<file path="src/rtl/picosoc_timer_pkg.sv">
// Shared register map, bit positions and byte-merge helper for the
// PicoSoC down-counting timer peripheral.
package picosoc_timer_pkg;

    localparam logic [7:0] OFF_CTRL     = 8'h00;
    localparam logic [7:0] OFF_PRESCALE = 8'h04;
    localparam logic [7:0] OFF_COUNT    = 8'h08;
    localparam logic [7:0] OFF_RELOAD   = 8'h0C;
    localparam logic [7:0] OFF_STATUS   = 8'h10;

    localparam int CTRL_EN       = 0;
    localparam int CTRL_PERIODIC = 1;
    localparam int CTRL_IE       = 2;

    localparam int STATUS_EXPIRED = 0;

    // Replace only the bytes of old_val whose write strobe is set.
    function automatic logic [31:0] merge_bytes(input logic [31:0] old_val,
                                                input logic [31:0] wdata,
                                                input logic [3:0]  wstrb);
        logic [31:0] res;
        for (int i = 0; i < 4; i++) begin
            res[i*8 +: 8] = wstrb[i] ? wdata[i*8 +: 8] : old_val[i*8 +: 8];
        end
        return res;
    endfunction

endpackage

</file>
<file path="src/rtl/picosoc_timer_prescaler.sv">
// 16-bit prescaler: emits a one-cycle tick every PRESCALE+1 enabled cycles.
module picosoc_timer_prescaler
    import picosoc_timer_pkg::*;
(
    input  logic        clk,
    input  logic        resetn,
    input  logic        en,
    input  logic        clear,
    input  logic [15:0] prescale,
    output logic        tick
);

    logic [15:0] pcnt;

    assign tick = en && (pcnt == prescale);

    // NOTE: sequential state is assigned with <= so every flop samples the
    // pre-edge values, independent of statement order.
    always_ff @(posedge clk or negedge resetn) begin
        if (!resetn) begin
            pcnt <= '0;
        end else if (!en || clear || tick) begin
            pcnt <= '0;
        end else begin
            pcnt <= pcnt + 16'd1;
        end
    end

endmodule

</file>
<file path="src/rtl/picosoc_timer.sv">
// Memory-mapped timer on the PicoSoC iomem bus: prescaler, 32-bit
// down-counter with one-shot/periodic reload and a sticky expiry interrupt.
module picosoc_timer
    import picosoc_timer_pkg::*;
#(
    parameter logic [31:0] BASE_ADDR = 32'h0300_0000
) (
    input  logic        clk,
    input  logic        resetn,
    input  logic        iomem_valid,
    output logic        iomem_ready,
    input  logic [3:0]  iomem_wstrb,
    input  logic [31:0] iomem_addr,
    input  logic [31:0] iomem_wdata,
    output logic [31:0] iomem_rdata,
    output logic        irq
);

    logic [2:0]  ctrl, ctrl_d;
    logic [15:0] prescale, prescale_d;
    logic [31:0] count, count_d;
    logic [31:0] reload, reload_d;
    logic        expired, expired_d;

    logic        sel, wr;
    logic [7:0]  off;
    logic        wr_ctrl, wr_prescale, wr_count, wr_reload, wr_status;
    logic        en_rise, tick, expire;
    logic [31:0] rdata_mux;

    assign off = iomem_addr[7:0];
    assign sel = iomem_valid && (iomem_addr[31:8] == BASE_ADDR[31:8]);

    // Writes commit on the edge that closes the ready-high cycle.
    assign wr          = iomem_ready && sel && (iomem_wstrb != 4'b0000);
    assign wr_ctrl     = wr && (off == OFF_CTRL);
    assign wr_prescale = wr && (off == OFF_PRESCALE);
    assign wr_count    = wr && (off == OFF_COUNT);
    assign wr_reload   = wr && (off == OFF_RELOAD);
    assign wr_status   = wr && (off == OFF_STATUS);

    assign en_rise = wr_ctrl && iomem_wstrb[0] && iomem_wdata[CTRL_EN] && !ctrl[CTRL_EN];

    picosoc_timer_prescaler u_prescaler (
        .clk      (clk),
        .resetn   (resetn),
        .en       (ctrl[CTRL_EN]),
        .clear    (en_rise),
        .prescale (prescale),
        .tick     (tick)
    );

    assign expire = tick && (count == 32'd0);

    // NOTE: every always_comb output gets a default first so no path can
    // leave it unassigned and infer a latch.
    always_comb begin
        ctrl_d     = ctrl;
        prescale_d = prescale;
        count_d    = count;
        reload_d   = reload;
        expired_d  = expired;

        if (tick) begin
            if (count != 32'd0) begin
                count_d = count - 32'd1;
            end else if (ctrl[CTRL_PERIODIC]) begin
                count_d = reload;
            end else begin
                count_d = '0;
                ctrl_d[CTRL_EN] = 1'b0;
            end
        end

        // Bus writes take priority over the counter's own update.
        if (wr_ctrl && iomem_wstrb[0]) begin
            ctrl_d = iomem_wdata[2:0];
        end
        if (wr_prescale) begin
            for (int i = 0; i < 2; i++) begin
                if (iomem_wstrb[i]) prescale_d[i*8 +: 8] = iomem_wdata[i*8 +: 8];
            end
        end
        if (wr_count) begin
            count_d = merge_bytes(count, iomem_wdata, iomem_wstrb);
        end
        if (wr_reload) begin
            reload_d = merge_bytes(reload, iomem_wdata, iomem_wstrb);
        end

        // A fresh expiry outranks a simultaneous W1C.
        if (wr_status && iomem_wstrb[0] && iomem_wdata[STATUS_EXPIRED]) begin
            expired_d = 1'b0;
        end
        if (expire) begin
            expired_d = 1'b1;
        end
    end

    always_ff @(posedge clk or negedge resetn) begin
        if (!resetn) begin
            iomem_ready <= 1'b0;
            ctrl        <= '0;
            prescale    <= '0;
            count       <= '0;
            reload      <= '0;
            expired     <= 1'b0;
        end else begin
            iomem_ready <= sel && !iomem_ready;
            ctrl        <= ctrl_d;
            prescale    <= prescale_d;
            count       <= count_d;
            reload      <= reload_d;
            expired     <= expired_d;
        end
    end

    always_comb begin
        rdata_mux = '0;
        case (off)
            OFF_CTRL:     rdata_mux = {29'd0, ctrl};
            OFF_PRESCALE: rdata_mux = {16'd0, prescale};
            OFF_COUNT:    rdata_mux = count;
            OFF_RELOAD:   rdata_mux = reload;
            OFF_STATUS:   rdata_mux = {31'd0, expired};
            default:      rdata_mux = '0;
        endcase
    end

    assign iomem_rdata = iomem_ready ? rdata_mux : 32'd0;
    assign irq         = expired && ctrl[CTRL_IE];

endmodule

</file>
<file path="config.mk">
export PLATFORM = sky130hd
export DESIGN_NAME = picosoc_timer
export DESIGN_NICKNAME = d
export VERILOG_FILES = /design/src/rtl/picosoc_timer_pkg.sv /design/src/rtl/picosoc_timer_prescaler.sv /design/src/rtl/picosoc_timer.sv
export SDC_FILE = /design/constraint.sdc
export NUM_CORES = 1
export LEC_CHECK = 0
export ABC_CLOCK_PERIOD_IN_PS = 5650
export BUFFER_PORTS_ARGS = -buffer_cell sky130_fd_sc_hd__buf_2
export CAP_MARGIN = 10
export CORE_ASPECT_RATIO = 1.2
export CORE_UTILIZATION = 47
export CTS_CLUSTER_SIZE = 8
export DETAILED_ROUTE_END_ITERATION = 8
export PLACE_DENSITY_LB_ADDON = 0.08
export SLEW_MARGIN = 20
export SYNTH_ARGS = -nofsm -noshare
export SYNTH_HDL_FRONTEND = slang
export SYNTH_HIERARCHICAL = 1
export SYNTH_SLANG_ARGS = --single-unit
</file>
<file path="constraint.sdc">
create_clock -name clk -period 5.65 [get_ports clk]
set_input_delay 0.8475 -clock clk [delete_from_list [all_inputs] [get_ports clk]]
set_output_delay 0.8475 -clock clk [all_outputs]
set_load 0.03 [all_outputs]
</file>
==> key figures, run 1 <==
Run status
  • Status: finished clean

Power and ir drop
  • Tot Pwr: 1.41 mW
  • Max VDD drop: roughly 0.15 mV
  • Reg power frac: 51.1%
  • P_int: 1.10 mW
  • Sw frac: 22.1%
  • Combinational share of power: roughly 4.3%
  • Leakage power: 3.31 nW
  • P_sw: 0.312 mW
  • Clk pwr share: 44.6%
  • Pwr Density: 197 nW/um2

Floorplan
  • Die W: 107 um
  • Core footprint: 12,800 um2
  • Number of placement rows: 45
  • Starting Density: about half
  • Die Ht: 128 um
  • Die area: about 14,000 um2
  • I/O pin count: 105

Worst setup path
  • Reg2reg path depth: 9
  • WS Path Type: input port to output pin
  • Flop-to-flop setup slack: 2210 ps
  • Most frequent CP cell: buf_2
  • CP delay by family, top: simple AND/OR/NAND/NOR gates
  • Worst-path cell chain: buf_2 > or4_1 > or2_2 > nor3b_4 > buf_4 > and2_1 > a22oi_1 > nor2_1 > buf_2
  • CP Capture Type: output pin
  • CP startpoint kind: input port
  • Worst Path Required: 4800 ps
  • Arrival time at the worst endpoint: 3650 ps
  • Worst path max stage delay: 770 ps
  • Worst-path fanout max: 20
  • Bufs and invs on worst path: 3
  • FF-to-FF Start: u_prescaler/pcnt[11]
  • Slowest CP cell: and2_1
  • Worst R2R End: count[17]

Layout
  • Area growth, synth to finish: 14.9%
  • # fillers: 1,190
  • Seq. cell area: 2530 um2
  • Share of cells above drive strength 1: 28.7%
  • Antenna diodes: 0
  • Layout net count: slightly above 800
  • Area of the multi-input gates: 3520 um2

Yosys
  • Syn Area/Cell: approximately 9.5 um2
  • Post-synth net total: 735
  • Area share of the largest cell type after synthesis: 40.4%
  • Gate Count Post-Synth: 661
  • Post-synth ARST share: 100%
  • Synth area leaders: dfrtp_1 40%, mux2_2 12%, nor2_1 5.8%
  • Largest area contributor in the netlist: dfrtp_1
  • Synthesized flop and latch total: 101
  • Most common cell in the netlist: dfrtp_1
  • Seq/Total Area, Yosys: 40.4%
  • Number of synthesized flops with an enable pin: 0
  • Main synth FF type: dfrtp_1
  • Synth unique cells: 64
  • Commonest cells post-synth: 101 x dfrtp_1, 97 x nor2_1, 66 x mux2_2, 36 x xnor2_1, 35 x nand2_1
  • Warnings, synthesis: 6
  • Synth Cell Area: 6260 um2

Drt
  • Antenna-violating nets left: 0
  • Total Wirelength: between 15,000 and 20,000 um
  • Vias: 5,462
  • DRC viols: 0
  • Number of DRC markers in iteration 0: 406
  • Pre-antenna DRT Iters: 4
  • Drt wl/cell: around 19 um
  • Drt via density: about 6.0

STA
  • RSZ-0062 raised after global routing: false
  • Setup Skew: roughly 6.3 ps
  • Slew Viols, Final: 0
  • Slew margin rel.: 39.0%
  • Worst Slack Setup Final: 1150 ps
  • Setup_tns: 0 ps
  • Endpoints failing setup: 0
  • Worst slew pin tran: 916 ps
  • Final Hold Viols: 0
  • Fin crit period: between 4000 and 5000 ps
  • Final period utilization: about four fifths
  • FMAX: 222 MHz

Clocking
  • CTS resizes: 0
  • Post-CTS Setup Bufs: 0
  • Hold buffer count at cts: 0
  • Clock-pin slew on the worst setup and hold paths: around 70 ps
  • CTS H-tree lvls: 3
  • CTS tree: yes
  • Clock Path Buffers: 2
  • Clk_lat worst skew: 350 ps
  • Sink Count: 101
  • CTS Buf Count: 9
  • Clock Tree Root: clkbuf_16

Global routing
  • Aggregate global-route resource usage: 27.1%
  • First-pass GRT wire length: 28,900 um
  • Initial antenna violation count: 0
  • Pin count of the biggest net entering global routing: 68
  • Grt ovf: 0
  • Vias in the first global route: 5,559

Job
  • Max Cap Viol: 0

Placed design
  • GPL Wtd Cong: 0.926
  • Dpl hpwl: 12,800 um
  • Post-place setup slack: roughly 1200 ps
  • PortBufs: 104

Worst hold path
  • Min-delay worst type: input port to asynchronous set/reset pin
## cells in the final DEF, fill, tap and decap left out, drive strengths merged, types with 3 or more instances in the layout
cell type and instances:
a21oi 27, o31ai 3, inv 12, o21ai 16, buf 114, xor2 16
a21o 3, a31oi 5, xnor2 36, nor3b 3, or2 3, and2 3
o22ai 16, dfrtp 101, nor2 97, o211ai 3, mux2 66, nor4 27
nand3 20, a311oi 12, a211oi 7, or4 9, nand2 35, and3 5
ha 3, nor3 13, nand4 6, a22oi 34, clkbuf 11, clkinv 3
or3 13
## power groups by stage
stage | logic [mW] | registers (mW) | clock network [mW]
3_3_place_gp | 0.0596 | 0.737 | 0
6_report | 0.0608 | 0.723 | 0.631
3_5_place_dp | 0.0617 | 0.737 | 0
2_1_floorplan | 0.0104 | 0.737 | 0
5_1_grt | 0.0673 | 0.722 | 0.677
4_1_cts | 0.0618 | 0.722 | 0.650
## final cells by class
class	instances	share of cell area, %
flip-flops and latches	101	35.1
multi-input cells	508	48.9
repair buffers	114	8.37
well taps	164	2.85
clock buffers	11	3.38
inverters	11	0.574
clock inverters	5	0.800
## registers in the layout (all words and copies together) (netlist names)
signal	cells
count	32
ctrl	3
reload	32
prescale	16
iomem_ready	1
expired	1
u_prescaler/pcnt	16
## cells by family after synthesis
group	after synthesis	synth area share, %
DFF	101	40.4
adders and majority gates	3	0.600
AOI/OAI and AO/OA	136	15.0
buffers and inverters	52	3.70
muxes	68	12.2
and+or+nand+nor	249	20.9
xor gates and xnor gates	52	7.28
## how the worst max path moves through the flow
stage,to,slack [ps],startpoint,cells after the start
finish,iomem_rdata[26],1150,iomem_addr[0],9
detailed placement,iomem_rdata[29],1180,iomem_addr[0],9
global route,iomem_rdata[27],950,iomem_addr[0],9
global placement,iomem_rdata[31],1240,iomem_addr[0],9
floorplan,iomem_rdata[21],1680,iomem_addr[0],8
CTS,iomem_rdata[16],1170,iomem_addr[0],9
## worst reg2reg max path, cell delays in order, from the launching register on
cell and delay, ps:
dfrtp_1 450, xor2_1 170, nor4_1 510, nand2_1 200
nor4_1 700, and2_1 490, buf_4 270, nor2_1 160
o2bb2ai_1 170, a31o_2 220
## metal layers
| layer | part of all wire [%] | vias to the layer above | GRT usage (%) | routed length [um] |
|---|---|---|---|---|
| met2 | 51 | 139 | 46.8 | 8900 |
| li1 | - | 2616 | - | - |
| met1 | 42 | 2682 | 33.6 | 7430 |
| met3 | 4.1 | 25 | 3.60 | 712 |
| met4 | 2.5 | 0 | 12.7 | 442 |
| met5 | 0 | - | 0 | 0 |
## stage by stage
stage                     std cells  cell area, um2  util [%]  hold WS, ps
after floorplan                 661            6260         -          476
after global placement          897            6880      53.6          500
after detailed placement        897            6880      53.6          513
after CTS                       913            7180      55.9          441
after global routing            914            7190      56.0          467
final                           914            7190      56.0          434
No activity file was read; power rests on OpenSTA's default activity.
==> run 2, diff against run 1 <==
ABC_CLOCK_PERIOD_IN_PS = 4350   (was 5650)
clock period = 4.35 ns   (was 5.65 ns; I/O delays follow)
==> run 2 against run 1 <==
Net effect:
- non-clock buffer count grew 3
- register-to-register slack lost 1100 ps
- global-route usage grew 0.42 points
- combinational power grew 31%
- final cell count grew 0.22%
- total power grew 24%
- critical path depth shrank 1
- sequential power grew 30%
- wire length grew 2.2%
- die area is the same
- worst hold slack lost 150 ps
- critical path type unchanged
- critical endpoint is now iomem_rdata[18]
- largest power group unchanged
==> key figures, run 2 (same netlist as run 1, synthesis figures left out) <==
Clocking
  • Post-CTS Setup Bufs: 0 (unchanged)
  • CTS H-tree lvls: 3 (unchanged)
  • Clock-pin slew on the worst setup and hold paths: 60 ps (was 70 ps)
  • Sink Count: 101 (unchanged)
  • Clock Tree Root: clkbuf_16 (unchanged)
  • Clock Path Buffers: 2 (unchanged)
  • Hold buffer count at cts: 0 (unchanged)
  • CTS resizes: 0 (unchanged)
  • Clk_lat worst skew: 360 ps (was 350 ps)
  • CTS Buf Count: 9 (unchanged)
  • CTS tree: yes (unchanged)

Power and ir drop
  • Pwr Density: 245 nW/um2 (was 197 nW/um2)
  • Max VDD drop: 0.163 mV (was 0.146 mV)
  • Combinational share of power: 4.5% (was 4.3%)
  • Leakage power: 3.30 nW (was 3.31 nW)
  • P_sw: 0.402 mW (was 0.312 mW)
  • Sw frac: 22.8% (was 22.1%)
  • P_int: 1.36 mW (was 1.10 mW)
  • Reg power frac: 53.4% (was 51.1%)
  • Clk pwr share: 42.1% (was 44.6%)

Drt
  • Drt via density: 6.08 (was 5.98)
  • Drt wl/cell: 19.5 um (was 19.1 um)
  • Vias: 5,566 (was 5,462)
  • Pre-antenna DRT Iters: 5 (was 4)
  • Total Wirelength: 17,900 um (was 17,500 um)
  • DRC viols: 0 (unchanged)
  • Number of DRC markers in iteration 0: 432 (was 406)
  • Antenna-violating nets left: 0 (unchanged)

Layout
  • Area growth, synth to finish: 14.5% (was 14.9%)
  • Share of cells above drive strength 1: 28.6% (was 28.7%)
  • Commonest non-fill, non-tap cells in the layout: 103 x buf_2, 101 x dfrtp_1, 97 x nor2_1 (unchanged)
  • Most common cell after layout, fill and taps aside: buf_2 (unchanged)
  • Layout net count: 822 (was 819)
  • Antenna diodes: 0 (unchanged)
  • Biggest regs: count x32, reload x32 (unchanged)

Worst setup path
  • WS Path Type: input port to output pin (unchanged)
  • Slowest CP cell: and2_1 (unchanged)
  • CP delay by family, top: simple AND/OR/NAND/NOR gates (unchanged)
  • Most frequent CP cell: buf_2 (unchanged)
  • Bufs and invs on worst path: 2 (was 3)
  • Worst-path fanout max: 19 (was 20)
  • Worst-path cell chain: buf_2 > or4_1 > or2_2 > nor3b_4 > and2_1 > a22oi_1 > nor2_1 > buf_2 (was buf_2 > or4_1 > or2_2 > nor3b_4 > buf_4 > and2_1 > a22oi_1 > nor2_1 > buf_2)
  • CP startpoint kind: input port (unchanged)
  • Worst Path Required: 3700 ps (was 4800 ps)
  • Worst path max stage delay: 680 ps (was 770 ps)
  • CP Capture Type: output pin (unchanged)
  • Arrival time at the worst endpoint: 3130 ps (was 3650 ps)

STA
  • Hold slack final: 288 ps (was 434 ps)
  • Slew margin rel.: 40.2% (was 39.0%)
  • Worst slew pin tran: 893 ps (was 916 ps)
  • FMAX: around 260 MHz
  • Setup_tns: 0 ps (unchanged)
  • Final Hold Viols: 0 (unchanged)
  • Fin crit period: 3780 ps
  • Final period utilization: 87.0%
  • Slew Viols, Final: 0 (unchanged)
  • RSZ-0062 raised after global routing: false (unchanged)
  • Endpoints failing setup: 0 (unchanged)
  • Setup Skew: 9.67 ps (was 6.32 ps)

Floorplan
  • Die W: 107 um (unchanged)
  • Core footprint: 12,800 um2 (unchanged)
  • I/O pin count: 105 (unchanged)
  • Die area: 13,800 um2 (unchanged)
  • Die Ht: 128 um (unchanged)
  • Number of placement rows: 45 (unchanged)
  • Starting Density: 48.8% (unchanged)

Run status
  • Status: finished clean (unchanged)

Global routing
  • First-pass GRT wire length: 29,300 um (was 28,900 um)
  • Vias in the first global route: 5,625 (was 5,559)
  • Pin count of the biggest net entering global routing: 45 (was 68)
  • Aggregate global-route resource usage: 27.6% (was 27.1%)
  • Initial antenna violation count: 0 (unchanged)
  • Grt ovf: 0 (unchanged)

Placed design
  • PortBufs: 104 (unchanged)
  • GPL Wtd Cong: 0.930 (was 0.926)
  • Dpl hpwl: 13,200 um (was 12,800 um)

Worst hold path
  • Min-delay worst type: input port to asynchronous set/reset pin (unchanged)

Job
  • Max Cap Viol: 0 (unchanged)
==> run 2: cell types whose count changed in the layout (fill, tap and decap cells not counted), sizes merged <==
cell,delta
bufinv,-1
clkbuf,+1
buf,+3
clkinv,-1
==> run 2: final cells by class <==
cell class / instances / area, um2
fillers: 1178 / 5670
repair buffers: 117 / 621
well taps: 164 / 205
flip-flops and latches: 101 / 2530
inverters: 11 / 41.3
clock inverters: 3 / 22.5
clock buffers: 12 / 236
multi-input cells: 508 / 3520
==> run 2: power groups by stage <==
stage                     Clock (mW)  Sequential, mW  Combinational (mW)
after CTS                      0.753           0.939              0.0809
after floorplan                    0           0.957              0.0135
after detailed placement           0           0.957              0.0808
final                          0.741           0.939              0.0798
after global routing           0.785           0.938              0.0888
after global placement             0           0.957              0.0787
==> run 2: path summary, 6_finish.rpt <==
check	from	end	slack, ps	cells past startpoint
hold / removal	resetn	reload[29]	290	1
setup / recovery	iomem_addr[0]	iomem_rdata[18]	570	8
max in group asynchronous	resetn	count[9]	3240	2
setup reg to reg	u_prescaler/pcnt[8]	count[15]	1120	8
hold reg to reg	expired	expired	520	2
min in group clk	expired	expired	520	2
==> run 2: metal layers <==
layer	vias up	part of all wire [%]	GRT usage, %
met5	-	0	0
met3	42	4.7	3.29
met1	2715	41	34.5
li1	2620	-	-
met4	0	3.7	14.3
met2	189	50	46.7
==> run 2: per-stage QoR <==
stage          instance area, um2  worst slack [ps]  total power, mW  utilization [%]  cells
5_1_grt                      7170               393             1.81             55.8    916
4_1_cts                      7170               538             1.77             55.8    916
3_5_place_dp                 6910               538             1.04             53.8    901
6_report                     7170               566             1.76             55.8    916
2_1_floorplan                6260               770            0.970                -    661
3_3_place_gp                 6910               609             1.04             53.8    901
==> run 3, diff against run 2 <==
PLACE_DENSITY = 0.69   (was not set)
PLACE_DENSITY_LB_ADDON = not set   (was 0.08)
==> run 3 against run 2 <==
Net effect:
- final cell count grew 0.11%
- sequential share of layout area down 0.16 points
- combinational power fell by 0.6%
- core utilization increased by 0.25 points
- die area did not move
- total power up 3.8%
- clock skew shrank 1.5 ps
- clock power increased by 9.0%
- worst setup slack improved by 380 ps
- wire length is 1.6% lower
- sequential cell count unchanged
- largest cell class unchanged
==> key figures, run 3 (same netlist as run 1, synthesis figures left out) <==
Layout
  • Most common cell after layout, fill and taps aside: buf_2 (unchanged)
  • Seq. cell area: 2530 um2 (unchanged)
  • Antenna diodes: 0 (unchanged)
  • Fin area: 7200 um2 (was 7170 um2)
  • Area growth, synth to finish: 15.1% (was 14.5%)
  • Layout net count: 822 (unchanged)
  • Area of the multi-input gates: 3510 um2 (was 3520 um2)
  • Final core utilization: 56.1% (was 55.8%)
  • Biggest regs: count x32, reload x32 (unchanged)
  • Commonest non-fill, non-tap cells in the layout: 103 x buf_2, 101 x dfrtp_1, 97 x nor2_1 (unchanged)
  • # fillers: 1,179 (was 1,178)
  • Share of cells above drive strength 1: 29.0% (was 28.6%)

Worst setup path
  • WS Path Type: input port to output pin (unchanged)
  • Worst-path fanout max: 20 (was 19)
  • Bufs and invs on worst path: 3 (was 2)
  • Reg2reg path depth: 7 (was 8)
  • Worst Path Required: 3700 ps (about the same)
  • Worst-path cell chain: buf_2 > or4_1 > or2_2 > nor3b_4 > and2_1 > buf_4 > a22oi_1 > nor2_1 > buf_2 (was buf_2 > or4_1 > or2_2 > nor3b_4 > and2_1 > a22oi_1 > nor2_1 > buf_2)
  • Most frequent CP cell: buf_2 (unchanged)
  • CP startpoint kind: input port (unchanged)
  • Slowest CP cell: or4_1 (was and2_1)
  • Worst path max stage delay: 600 ps (was 680 ps)
  • Arrival time at the worst endpoint: 2750 ps (was 3130 ps)
  • WP depth: 9 (was 8)
  • CP Capture Type: output pin (unchanged)
  • CP delay by family, top: simple AND/OR/NAND/NOR gates (unchanged)

Drt
  • Total Wirelength: 17,600 um (was 17,900 um)
  • Antenna-violating nets left: 0 (unchanged)
  • Pre-antenna DRT Iters: 7 (was 5)
  • Number of DRC markers in iteration 0: 315 (was 432)
  • Vias: 5,550 (was 5,566)
  • Drt wl/cell: 19.2 um (was 19.5 um)
  • Drt via density: 6.05 (was 6.08)
  • DRC viols: 0 (unchanged)

Floorplan
  • Die W: 107 um (unchanged)
  • Core footprint: 12,800 um2 (unchanged)
  • Number of placement rows: 45 (unchanged)
  • Die Ht: 128 um (unchanged)
  • Starting Density: 48.8% (unchanged)
  • Die area: 13,800 um2 (unchanged)
  • I/O pin count: 105 (unchanged)

STA
  • Fin crit period: 3400 ps (was 3780 ps)
  • Worst Slack Setup Final: 946 ps (was 566 ps)
  • Slew Viols, Final: 0 (unchanged)
  • Slew margin rel.: 39.0% (was 40.2%)
  • Setup_tns: 0 ps (unchanged)
  • Worst slew pin tran: 914 ps (was 893 ps)
  • Final Hold Viols: 0 (unchanged)
  • Setup Skew: 8.19 ps (was 9.67 ps)
  • Final period utilization: 78.2% (was 87.0%)
  • FMAX: 294 MHz (was 264 MHz)
  • RSZ-0062 raised after global routing: false (unchanged)
  • Endpoints failing setup: 0 (unchanged)

Clocking
  • Hold buffer count at cts: 0 (unchanged)
  • Post-CTS Setup Bufs: 0 (unchanged)
  • Clock-pin slew on the worst setup and hold paths: 70 ps (was 60 ps)
  • Clock Path Buffers: 2 (unchanged)
  • CTS resizes: 0 (unchanged)
  • CTS Buf Count: 9 (unchanged)
  • CTS tree: yes (unchanged)
  • Sink Count: 101 (unchanged)
  • Clk_lat worst skew: 360 ps (about the same)
  • CTS H-tree lvls: 3 (unchanged)
  • Clock Tree Root: clkbuf_16 (unchanged)

Global routing
  • Met3 track demand over resource: 3.75% (was 3.29%)
  • Gr busiest metal: met2 (unchanged)
  • Initial antenna violation count: 0 (unchanged)
  • Pin count of the biggest net entering global routing: 71 (was 45)
  • Vias in the first global route: 5,648 (was 5,625)
  • Met1 Usage GRT: 33.8% (was 34.5%)
  • Grt ovf: 0 (unchanged)
  • Aggregate global-route resource usage: 27.1% (was 27.6%)
  • Routing usage on met2: 46.2% (was 46.7%)
  • First-pass GRT wire length: 28,900 um (was 29,300 um)

Placed design
  • GPL Wtd Cong: 0.921 (was 0.930)
  • DP Area: 6900 um2 (was 6910 um2)
  • PortBufs: 104 (unchanged)
  • Dpl hpwl: 12,800 um (was 13,200 um)
  • Post-place setup slack: 933 ps (was 538 ps)

Run status
  • Status: finished clean (unchanged)

Power and ir drop
  • Tot Pwr: 1.83 mW (was 1.76 mW)
  • Max VDD drop: 0.214 mV (was 0.163 mV)
  • Leakage power: 3.31 nW (was 3.30 nW)
  • Pwr Density: 253 nW/um2 (was 245 nW/um2)

Job
  • Max Cap Viol: 0 (unchanged)

Worst hold path
  • Min-delay worst type: input port to asynchronous set/reset pin (unchanged)
[run 3: changes by cell type in the layout (fill, tap and decap cells not counted)]
cell | before | now
clkbuf_1 | 3 | 0
clkbuf_8 | 0 | 3
clkinv_2 | 1 | 0
clkinvlp_4 | 0 | 3
inv_6 | 1 | 0
nor4_1 | 24 | 25
nor4_2 | 1 | 0
[run 3: per-layer routing]
layer,share of wire [%],vias up
met3,4.8,39
met4,3.6,0
met5,0,-
met1,42,2738
met2,49,155
li1,-,2618
[run 3: layout make-up]
type | count | share of cell area [%]
timing repair buffer | 117 | 8.62
multi-input combinational | 508 | 48.7
clock inverter | 4 | 0.434
inverter | 11 | 0.573
clock buffer | 12 | 3.70
sequential | 101 | 35.1
tap | 164 | 2.85
[run 3: power breakdown]
part | internal, mW | switching, mW | leakage [nW] | total, mW
clock network | 0.436 | 0.371 | 0.137 | 0.808
logic | 0.0301 | 0.0493 | 1.77 | 0.0793
registers | 0.938 | 0.00000000213 | 1.40 | 0.938
[run 3: path summary, 6_finish.rpt]
kind,to,slack (ps),startpoint
max,iomem_rdata[16],950,iomem_addr[0]
min,reload[29],410,resetn
max reg2reg,count[17],1150,count[14]
min reg2reg,expired,530,expired
max in group asynchronous,reload[14],2990,resetn
min in group clk,expired,530,expired
[run 3: stage by stage]
| step | instances | hold WS, ps |
|---|---|---|
| after CTS | 917 | 460 |
| after floorplan | 661 | 357 |
| final | 917 | 411 |
| after global placement | 901 | 510 |
| after detailed placement | 901 | 516 |
| after global routing | 917 | 493 |
